$ cat config.mk
export PLATFORM = sky130hd
export DESIGN_NAME = multibyte_add_sequencer_flat
export DESIGN_NICKNAME = d
export VERILOG_FILES = /design/src/rtl/multibyte_add_sequencer_pkg.sv /design/src/rtl/multibyte_add_sequencer_if.sv /design/src/rtl/multibyte_add_sequencer_rca8.sv /design/src/rtl/multibyte_add_sequencer.sv /design/src/flat_wrapper.sv
export SDC_FILE = /design/constraint.sdc
export NUM_CORES = 1
export LEC_CHECK = 0
export BUFFER_PORTS_ARGS = -buffer_cell sky130_fd_sc_hd__buf_2
export CORE_MARGIN = 2
export CORE_UTILIZATION = 51
export CTS_BUF_LIST = sky130_fd_sc_hd__clkbuf_8
export DETAILED_ROUTE_END_ITERATION = 8
export GPL_ROUTABILITY_DRIVEN = 0
export PLACE_DENSITY = 0.78
export SKIP_CTS_REPAIR_TIMING = 1
export SLEW_MARGIN = 20
export SYNTH_ARGS = -nofsm -noshare
export SYNTH_HDL_FRONTEND = slang
export SYNTH_SLANG_ARGS = --single-unit
$ cat constraint.sdc
create_clock -name clk -period 4.2 [get_ports clk]
set_input_delay 0.21 -clock clk [delete_from_list [all_inputs] [get_ports clk]]
set_output_delay 0.21 -clock clk [all_outputs]
set_load 0.02 [all_outputs]
$ cat src/rtl/multibyte_add_sequencer_pkg.sv
// Shared types and constants for the byte-serial add/subtract sequencer.
// Holds the FSM state enum and the byte-index and byte-width constants.
package multibyte_add_sequencer_pkg;

    localparam int BYTES_MAX = 8;
    localparam int BYTE_W    = 8;
    localparam int IDX_W     = $clog2(BYTES_MAX);

    typedef enum logic [1:0] {
        ST_IDLE = 2'd0,
        ST_RUN  = 2'd1,
        ST_DONE = 2'd2
    } state_e;

endpackage

$ cat src/rtl/multibyte_add_sequencer_if.sv
// Request/response bundle for the byte-serial add/subtract sequencer.
// Sequencer = slave, requester/consumer = master.
interface multibyte_add_sequencer_if
    import multibyte_add_sequencer_pkg::*;
#(
    parameter int BYTES = 4
);
    localparam int W = BYTE_W * BYTES;

    logic         req_valid;
    logic         req_ready;
    logic [W-1:0] op_a;
    logic [W-1:0] op_b;
    logic         sub;
    logic         cin;
    logic         rsp_valid;
    logic         rsp_ready;
    logic [W-1:0] result;
    logic         cout;
    logic         flag_z;
    logic         flag_n;
    logic         flag_v;

    // Handshake: a transfer happens on a rising edge where valid and ready are both high.
    // Once raised, valid and its payload hold until that transfer; ready may depend on the
    // opposite side's ready, never on valid.
    modport master (
        output req_valid, op_a, op_b, sub, cin, rsp_ready,
        input  req_ready, rsp_valid, result, cout, flag_z, flag_n, flag_v
    );

    modport slave (
        input  req_valid, op_a, op_b, sub, cin, rsp_ready,
        output req_ready, rsp_valid, result, cout, flag_z, flag_n, flag_v
    );

endinterface

$ cat src/rtl/multibyte_add_sequencer_rca8.sv
// The team's existing 8-bit ripple-carry adder: o = a + b + ci, co = carry out.
// Built as an explicit per-bit carry chain.
module ripple_carry_adder_8 (
    input  logic [7:0] a,
    input  logic [7:0] b,
    input  logic       ci,
    output logic [7:0] o,
    output logic       co
);

    always_comb begin
        logic c;
        c = ci;
        o = '0;
        for (int i = 0; i < 8; i++) begin
            o[i] = a[i] ^ b[i] ^ c;
            c    = (a[i] & b[i]) | (c & (a[i] ^ b[i]));
        end
        co = c;
    end

endmodule

$ cat src/rtl/multibyte_add_sequencer.sv
// Wide add/subtract done byte-serially through one 8-bit adder, carry chained in a register.
// Define MBADD_FLAGS_EN to compute Z/N/V flags; otherwise the flag ports are tied to 0.
module multibyte_add_sequencer
    import multibyte_add_sequencer_pkg::*;
#(
    parameter int BYTES = 4
)(
    input  logic                      clk,
    input  logic                      rst_n,
    multibyte_add_sequencer_if.slave  bus,
    output state_e                    o_dbg_state
);

    localparam int              W        = BYTE_W * BYTES;
    localparam logic [IDX_W-1:0] LAST_IDX = IDX_W'(BYTES - 1);

    state_e             r_state;
    state_e             w_state_next;
    logic [IDX_W-1:0]   r_idx;
    logic               r_carry;
    logic [W-1:0]       r_a;
    logic [W-1:0]       r_b;
    logic [W-1:0]       r_result;
    logic [W-1:0]       w_result_next;
    logic [W-1:0]       w_b_eff;
    logic               w_accept;
    logic               w_last;
    logic               w_req_ready;
    logic               w_rsp_valid;
    logic [BYTE_W-1:0]  w_sum;
    logic               w_co;

    // Operands shift right each RUN cycle so the adder always sees the low byte.
    ripple_carry_adder_8 u_adder (
        .a  (r_a[BYTE_W-1:0]),
        .b  (r_b[BYTE_W-1:0]),
        .ci (r_carry),
        .o  (w_sum),
        .co (w_co)
    );

    assign w_b_eff = bus.sub ? ~bus.op_b : bus.op_b;
    assign w_last  = (r_idx == LAST_IDX);

    always_comb begin
        w_state_next = r_state;
        w_req_ready  = 1'b0;
        w_rsp_valid  = 1'b0;
        case (r_state)
            ST_IDLE: w_req_ready = rst_n;
            ST_RUN:  if (w_last) w_state_next = ST_DONE;
            ST_DONE: begin
                w_rsp_valid = 1'b1;
                w_req_ready = rst_n & bus.rsp_ready;
                if (bus.rsp_ready) w_state_next = ST_IDLE;
            end
            default: w_state_next = ST_IDLE;
        endcase
        w_accept = w_req_ready & bus.req_valid;
        if (w_accept) w_state_next = ST_RUN;
    end

    always_comb begin
        w_result_next = r_result;
        for (int b = 0; b < BYTES; b++) begin
            if (r_idx == IDX_W'(b)) w_result_next[b*BYTE_W +: BYTE_W] = w_sum;
        end
    end

    always_ff @(posedge clk) begin
        if (!rst_n) begin
            r_state  <= ST_IDLE;
            r_idx    <= '0;
            r_carry  <= 1'b0;
            r_a      <= '0;
            r_b      <= '0;
            r_result <= '0;
        end else begin
            r_state <= w_state_next;
            if (w_accept) begin
                r_a     <= bus.op_a;
                r_b     <= w_b_eff;
                r_carry <= bus.sub ? 1'b1 : bus.cin;
                r_idx   <= '0;
            end else if (r_state == ST_RUN) begin
                r_result <= w_result_next;
                r_carry  <= w_co;
                r_a      <= r_a >> BYTE_W;
                r_b      <= r_b >> BYTE_W;
                if (!w_last) r_idx <= r_idx + 1'b1;
            end
        end
    end

`ifdef MBADD_FLAGS_EN
    logic r_msb_a;
    logic r_msb_b;
    logic r_flag_z;
    logic r_flag_n;
    logic r_flag_v;

    // Operand MSBs are captured at accept because the operand registers shift away.
    always_ff @(posedge clk) begin
        if (!rst_n) begin
            r_msb_a  <= 1'b0;
            r_msb_b  <= 1'b0;
            r_flag_z <= 1'b0;
            r_flag_n <= 1'b0;
            r_flag_v <= 1'b0;
        end else if (w_accept) begin
            r_msb_a <= bus.op_a[W-1];
            r_msb_b <= w_b_eff[W-1];
        end else if (r_state == ST_RUN && w_last) begin
            r_flag_z <= (w_result_next == '0);
            r_flag_n <= w_result_next[W-1];
            r_flag_v <= (r_msb_a == r_msb_b) & (w_result_next[W-1] != r_msb_a);
        end
    end

    assign bus.flag_z = r_flag_z;
    assign bus.flag_n = r_flag_n;
    assign bus.flag_v = r_flag_v;
`else
    assign bus.flag_z = 1'b0;
    assign bus.flag_n = 1'b0;
    assign bus.flag_v = 1'b0;
`endif

    assign bus.req_ready = w_req_ready;
    assign bus.rsp_valid = w_rsp_valid;
    assign bus.result    = r_result;
    assign bus.cout      = r_carry;
    assign o_dbg_state   = r_state;

endmodule

$ cat src/flat_wrapper.sv
// flat-port wrapper written by rule: the top's interface ports become plain ports
module multibyte_add_sequencer_flat import multibyte_add_sequencer_pkg::*;
#(
    parameter int BYTES = 4
)
  (clk, rst_n, o_dbg_state, bus_req_valid, bus_op_a, bus_op_b, bus_sub, bus_cin, bus_rsp_ready, bus_req_ready, bus_rsp_valid, bus_result, bus_cout, bus_flag_z, bus_flag_n, bus_flag_v);
  multibyte_add_sequencer_if #(.BYTES(BYTES)) bus_i ();
  input  logic clk;
  input  logic rst_n;
  output state_e o_dbg_state;
  input wire logic [$bits(bus_i.req_valid)-1:0] bus_req_valid;
  input wire logic [$bits(bus_i.op_a)-1:0] bus_op_a;
  input wire logic [$bits(bus_i.op_b)-1:0] bus_op_b;
  input wire logic [$bits(bus_i.sub)-1:0] bus_sub;
  input wire logic [$bits(bus_i.cin)-1:0] bus_cin;
  input wire logic [$bits(bus_i.rsp_ready)-1:0] bus_rsp_ready;
  output wire logic [$bits(bus_i.req_ready)-1:0] bus_req_ready;
  output wire logic [$bits(bus_i.rsp_valid)-1:0] bus_rsp_valid;
  output wire logic [$bits(bus_i.result)-1:0] bus_result;
  output wire logic [$bits(bus_i.cout)-1:0] bus_cout;
  output wire logic [$bits(bus_i.flag_z)-1:0] bus_flag_z;
  output wire logic [$bits(bus_i.flag_n)-1:0] bus_flag_n;
  output wire logic [$bits(bus_i.flag_v)-1:0] bus_flag_v;
  assign bus_i.req_valid = bus_req_valid;
  assign bus_i.op_a = bus_op_a;
  assign bus_i.op_b = bus_op_b;
  assign bus_i.sub = bus_sub;
  assign bus_i.cin = bus_cin;
  assign bus_i.rsp_ready = bus_rsp_ready;
  assign bus_req_ready = bus_i.req_ready;
  assign bus_rsp_valid = bus_i.rsp_valid;
  assign bus_result = bus_i.result;
  assign bus_cout = bus_i.cout;
  assign bus_flag_z = bus_i.flag_z;
  assign bus_flag_n = bus_i.flag_n;
  assign bus_flag_v = bus_i.flag_v;
  multibyte_add_sequencer #(.BYTES(BYTES)) u_core (.clk(clk), .rst_n(rst_n), .bus(bus_i), .o_dbg_state(o_dbg_state));
endmodule
# After elaboration in Yosys (flattened, before gate mapping)
# Index checks and enable logic that the tools add are counted.
dict set report op_classes {
  n_addsub 1
  eq_ne 10
  mux 14
  bitwise 47
  reduce_logical 11
}
# op n
set ops {}
lappend ops {{$mux 32} 5}
lappend ops {{$not 32->32} 1}
lappend ops {{$and 1x1->1} 18}
lappend ops {{$reduce_and 3->1} 6}
lappend ops {{$xor 1x1->1} 16}
lappend ops {{$or 1x1->1} 8}
lappend ops {{$eq 3x2->1 const B} 2}
lappend ops {{$pmux 2 s3} 1}
lappend ops {{$mux 1} 5}
lappend ops {{$mux 2} 2}
lappend ops {{$ne 2x1->1 const B} 2}
lappend ops {{$not 1->1} 4}
lappend ops {{$add 3x1->3 const B} 1}
lappend ops {{$eq 3x1->1 const B} 1}
lappend ops {{$logic_not 3->1} 1}
lappend ops {{$ne 3x1->1 const B} 1}
lappend ops {{$ne 3x2->1 const B} 1}
lappend ops {{$eq 2x1->1 const B} 1}
lappend ops {{$eq 2x2->1 const B} 1}
lappend ops {{$logic_not 2->1} 1}
lappend ops {{$ne 2x2->1 const B} 1}
lappend ops {{$pmux 1 s2} 1}
lappend ops {{$reduce_and 2->1} 1}
lappend ops {{$reduce_bool 2->1} 1}
lappend ops {{$reduce_or 2->1} 1}
dict set report word_totals {
  regBits 102
  in_bits 70
  out_inout_bits 40
  wordCells 93
}

# Logic depth before layout (Yosys ltp)
dict set report depth {
  ltp_word 19
  ltp_mapped 13
  mapped_depth_nobuf 13
}

# By module
# A second synthesis with hierarchy kept.
dict set report hier_totals {
  hier_cells 559
  area_unflattened_um2 5118.7
}
# module instances cells_per_inst area_per_inst_um2 seq_area_each_um2
set by_module_without_submodules {}
lappend by_module_without_submodules {multibyte_add_sequencer 1 541 4921.0 2042.0}
lappend by_module_without_submodules {ripple_carry_adder_8 1 18 197.7 0.0}

# Worst setup path after synthesis
# Ideal clock, no wire load.
dict set report synth_timing {
  kind {register -> register}
  startpoint {register u_core.r_carry, in the netlist u_core.bus.cout}
  endpoint {register u_core.r_result[15], in the netlist u_core.bus.result[15]}
  setup_ns 0.086
  arrival_time_ns 3.999
  required_ns 4.114
  path_slack_ns 0.115
  stages_incl_launch_ff 13
  n_path_buf 0
  period_less_slack_ns 4.085
  cell_sequence {dfxtp_1 -> fa_1 -> fa_1 -> fa_1 -> fa_1 -> fa_1 -> inv_1 -> fa_1 -> inv_1 -> fa_1 -> inv_1 -> fa_1 -> a211oi_1}
}
dict set report synth_between {
  elab_chain_cells 15
}
# item line
set synth_lines {}
lappend synth_lines {{from (decl)} multibyte_add_sequencer.sv:20} ;# logic r_carry;
lappend synth_lines {{from (signal assigned)} multibyte_add_sequencer.sv:83} ;# r_carry <= bus.sub ? 1'b1 : bus.cin;
lappend synth_lines {{from (signal assigned)} multibyte_add_sequencer.sv:87} ;# r_carry <= w_co;
lappend synth_lines {{$and 1x1->1} multibyte_add_sequencer_rca8.sv:17} ;# c = (a[i] & b[i]) | (c & (a[i] ^ b[i]));
lappend synth_lines {{$or 1x1->1} multibyte_add_sequencer_rca8.sv:17}
lappend synth_lines {{$and 1x1->1} multibyte_add_sequencer_rca8.sv:17}
lappend synth_lines {{$or 1x1->1} multibyte_add_sequencer_rca8.sv:17}
lappend synth_lines {{$and 1x1->1} multibyte_add_sequencer_rca8.sv:17}
lappend synth_lines {{$or 1x1->1} multibyte_add_sequencer_rca8.sv:17}
lappend synth_lines {{$and 1x1->1} multibyte_add_sequencer_rca8.sv:17}
lappend synth_lines {{$or 1x1->1} multibyte_add_sequencer_rca8.sv:17}
lappend synth_lines {{$and 1x1->1} multibyte_add_sequencer_rca8.sv:17}
lappend synth_lines {{$or 1x1->1} multibyte_add_sequencer_rca8.sv:17}
lappend synth_lines {{$and 1x1->1} multibyte_add_sequencer_rca8.sv:17}
lappend synth_lines {{$or 1x1->1} multibyte_add_sequencer_rca8.sv:17}
lappend synth_lines {{$and 1x1->1} multibyte_add_sequencer_rca8.sv:17}
lappend synth_lines {{$or 1x1->1} multibyte_add_sequencer_rca8.sv:17}
lappend synth_lines {{$xor 1x1->1} multibyte_add_sequencer_rca8.sv:16} ;# o[i] = a[i] ^ b[i] ^ c;
lappend synth_lines {{to (signal assigned)} multibyte_add_sequencer.sv:86} ;# r_result <= w_result_next;
lappend synth_lines {{to (decl)} multibyte_add_sequencer.sv:23} ;# logic [W-1:0] r_result;
# Every way passes these cells.
# A chain may end at the register's enable or synchronous reset.

# Worst setup path after layout
dict set report layout_timing {
  startpoint {register u_core.r_carry, in the netlist u_core.bus.cout}
  endpoint {register u_core.r_result[31], in the netlist u_core.bus.result[31]}
}
# Same word-level chain as after synthesis.

==> results.sh <==
export IMPL_die_w_um=104.2
export IMPL_placed_cells=750
export IMPL_grt_usage_pct=22.76
export IMPL_grt_pass1_vias=4214
export IMPL_r2r_slack_ns=0.12
export IMPL_crit_path_start="u_core.bus.cout"
export IMPL_grt_ovfl_total=0
export IMPL_wl_per_cell_um=16.11
export IMPL_synth_area_leaders="dfxtp_1, nand2_1, xor2_1"
export IMPL_min_delay_start="bus_op_a[24]"
export IMPL_clkPwrFrac_pct=31.3
export IMPL_start_kind="register"
export IMPL_min_path_type="input pin to register"
export IMPL_min_period_ns=4.078
export IMPL_drc=0
export IMPL_drive_above_1_share_pct=23.22
export IMPL_firstDrtPassIters=5
export IMPL_ios=110
export IMPL_via_per_inst=5.845
export IMPL_irDropWorstVdd_mv=0.1861
export IMPL_whs_endpoint="u_core.r_a[24]"
export IMPL_dieArea_sq_mm=0.01086
export IMPL_p_switching_mw=0.5677
export IMPL_netlist_instances=570
export IMPL_final_hold_viol_count=0
export IMPL_internal_power_mw=1.416
export IMPL_worstSetupPathType="register to register"
export IMPL_worstPathArrival_ns=4.34
export IMPL_synthesis_area_sq_mm=0.005121
export IMPL_clockRootBuffer="clkbuf_8"
export IMPL_start_util_pct=52.39
export IMPL_comb_power_share_pct=15.5
export IMPL_p_leak_nw=2.119
export IMPL_cts_inserted_buffers=9
export IMPL_swShare_pct=28.62
export IMPL_cp_max_fo=4
export IMPL_max_freq_mhz=245.2
export IMPL_synth_edf_count=0
export IMPL_rsz0062_at_grt="false"
export IMPL_nets=711
export IMPL_synth_seq_cells=102
export IMPL_cts_buffer_depth=2
export IMPL_clk_latency_ns=0.37
export IMPL_wirelength_um=12340
export IMPL_fin_crit_sh_pct=97.09
export IMPL_fin_tns_setup_ns=0
export IMPL_worst_pin_slew_ns=1.017
export IMPL_pwr_share_seq_pct=53.2
export IMPL_core_area_sq_mm=0.009774
export IMPL_endpoint_kind="register"
export IMPL_die_h_um=104.2
export IMPL_dpl_hpwl_um=8494
export IMPL_synthArstFlopShare_pct=0
export IMPL_relSlewSlack_pct=32.18
export IMPL_setup_viol=0
export IMPL_port_buffers=106
export IMPL_r2r_cells=12
export IMPL_htreeDepth=3
export IMPL_grt_pass1_wl_um=20490
export IMPL_syn_avg_cell_area_sq_um=8.984
export IMPL_ys_flop_type="dfxtp_1"
export IMPL_slew_violations=0
export IMPL_cts_num_sinks=102
export IMPL_drv_cap=0
export IMPL_num_vias=4477
export IMPL_stdcell_count=766
export IMPL_yosysTopAreaCell="dfxtp_1"
export IMPL_p_per_area_mw_per_mm2=350.2
export IMPL_cts_tree="built"
export IMPL_finClkSkew_ns=0.01291
export IMPL_grt_max_degree=68
export IMPL_synth_top_area_share_pct=39.87
export IMPL_netlist_cell_type_count=42
export IMPL_rows=36
export IMPL_drtIter0Drc=265
export IMPL_ant_nets=0
export IMPL_power_mw=1.984
export IMPL_seq_area_frac_synth_pct=39.87
export IMPL_diodes=0
export IMPL_outcome="finished, final reports clean"
export IMPL_syn2layout_area_growth_pct=10.60
export IMPL_clk_pin_slew_worst_paths_ns=0.11
export IMPL_rr_endpoint="u_core.bus.result[31]"
export IMPL_grt_antenna_before_repair=0
export IMPL_reg2reg_from="u_core.bus.cout"
export IMPL_min_delay_path_depth=3
export IMPL_ys_warn_count=0
export IMPL_required_ns=4.46
worst max-delay path: stages, from the launching register on:
cell,delay [ns]
dfxtp_1,0.35
fa_1,0.46
fa_2,0.42
fa_2,0.41
fa_2,0.41
fa_1,0.43
inv_1,0.09
fa_1,0.18
inv_1,0.06
fa_1,0.41
inv_1,0.08
fa_2,0.46
a211oi_1,0.22
power by group through the flow:
stage	registers (mW)	clock network (mW)	logic (mW)
after floorplan	1.07	0	0.228
after global placement	1.07	0	0.291
after detailed placement	1.08	0	0.302
after CTS	1.05	0.625	0.305
after global routing	1.06	0.664	0.340
final	1.05	0.621	0.308
placed cells by master (no fill, tap or decap), types with 2 or more instances in the layout:
cell type and count:
inv_6 2, clkbuf_8 9, nor2_1 30, dfxtp_1 102, nor3_1 2, mux2i_1 19, fa_1 4, xor2_1 32
and4bb_2 3, fa_2 4, inv_1 27, nand2_1 92, o311ai_0 26, nor4_1 32, ha_1 5, a311oi_2 6
nand2b_1 4, nand4_1 33, a311oi_1 26, buf_2 106, and3b_1 2, a21oi_1 24, a211oi_1 8, and2b_1 3
clkinv_2 2, buf_4 5, conb_1 3, o311ai_1 6
layout make-up:
type	count	area, sq um
inverters	28	106.4
clock buffers	9	123.9
repair buffers	111	568.0
well taps	133	166.4
fillers	896	4110
clock inverters	7	72.57
multi-input cells	376	2585
flip-flops and latches	102	2042
per-stage QoR:
step | cell area [sq um] | util [%] | worst slack, ns | hold slack [ns]
5_1_grt | 5664 | 57.95 | 0.01229 | 0.07288
4_1_cts | 5653 | 57.83 | -0.06268 | 0.07861
3_5_place_dp | 5456 | 55.82 | -0.03961 | 0.4524
6_report | 5664 | 57.95 | 0.1223 | 0.08689
2_1_floorplan | 5129 | - | 0.1151 | 0.3278
3_3_place_gp | 5456 | 55.82 | 0.06026 | 0.4408
cells by family (layout without fill, tap and decap cells):
| group | after synthesis | after routing | synth area share, % |
|---|---|---|---|
| mux | 19 | 19 | 3.714 |
| buf+inv | 94 | 155 | 9.993 |
| other cells | 1 | 3 | 0.07323 |
| flops | 102 | 102 | 39.87 |
| fa+ha+maj | 13 | 13 | 4.349 |
| compound gates | 99 | 99 | 15.83 |
| xor+xnor | 33 | 33 | 5.644 |
| simple gates | 209 | 209 | 20.52 |
routing by layer:
metal	global-route usage [%]	vias up	share of wire, %
met1	31.46	2115	45
met5	0	-	0
met4	6.274	0	1.4
met2	36.23	187	47
met3	4.637	18	6.7
li1	-	2157	-
Yosys cell counts (2+ instances only):
cell type and n:
o311ai_1 6, buf_1 2, a311oi_2 6, xor2_1 32
inv_2 2, and3b_1 2, clkbuf_1 15, a21oi_1 24
a311oi_1 26, a211oi_1 8, buf_6 10, buf_4 13
buf_2 24, dfxtp_1 102, inv_1 26, nand4_1 33
nand2_1 92, nor3_1 2, mux2i_1 19, nor2_1 30
and4bb_2 3, fa_1 8, and2b_1 3, nand2b_1 4
nor4_1 32, o311ai_0 26, ha_1 5
registers in the layout, summed over array words and instances (netlist names):
signal,flops
u_core.bus.cout,1
u_core.bus.result,32
u_core.o_dbg_state,2
u_core.r_a,32
u_core.r_b,32
u_core.r_idx,3
worst max-delay path by stage:
stage | to | cells past startpoint
3_3_place_gp | u_core.bus.result[31] | 12
6_report | u_core.bus.result[31] | 12
4_1_cts | u_core.bus.result[31] | 12
2_1_floorplan | u_core.bus.result[15] | 12
5_1_grt | u_core.bus.result[31] | 12
3_5_place_dp | u_core.bus.result[31] | 12
Note: power is estimated with default switching activity, not from simulation.
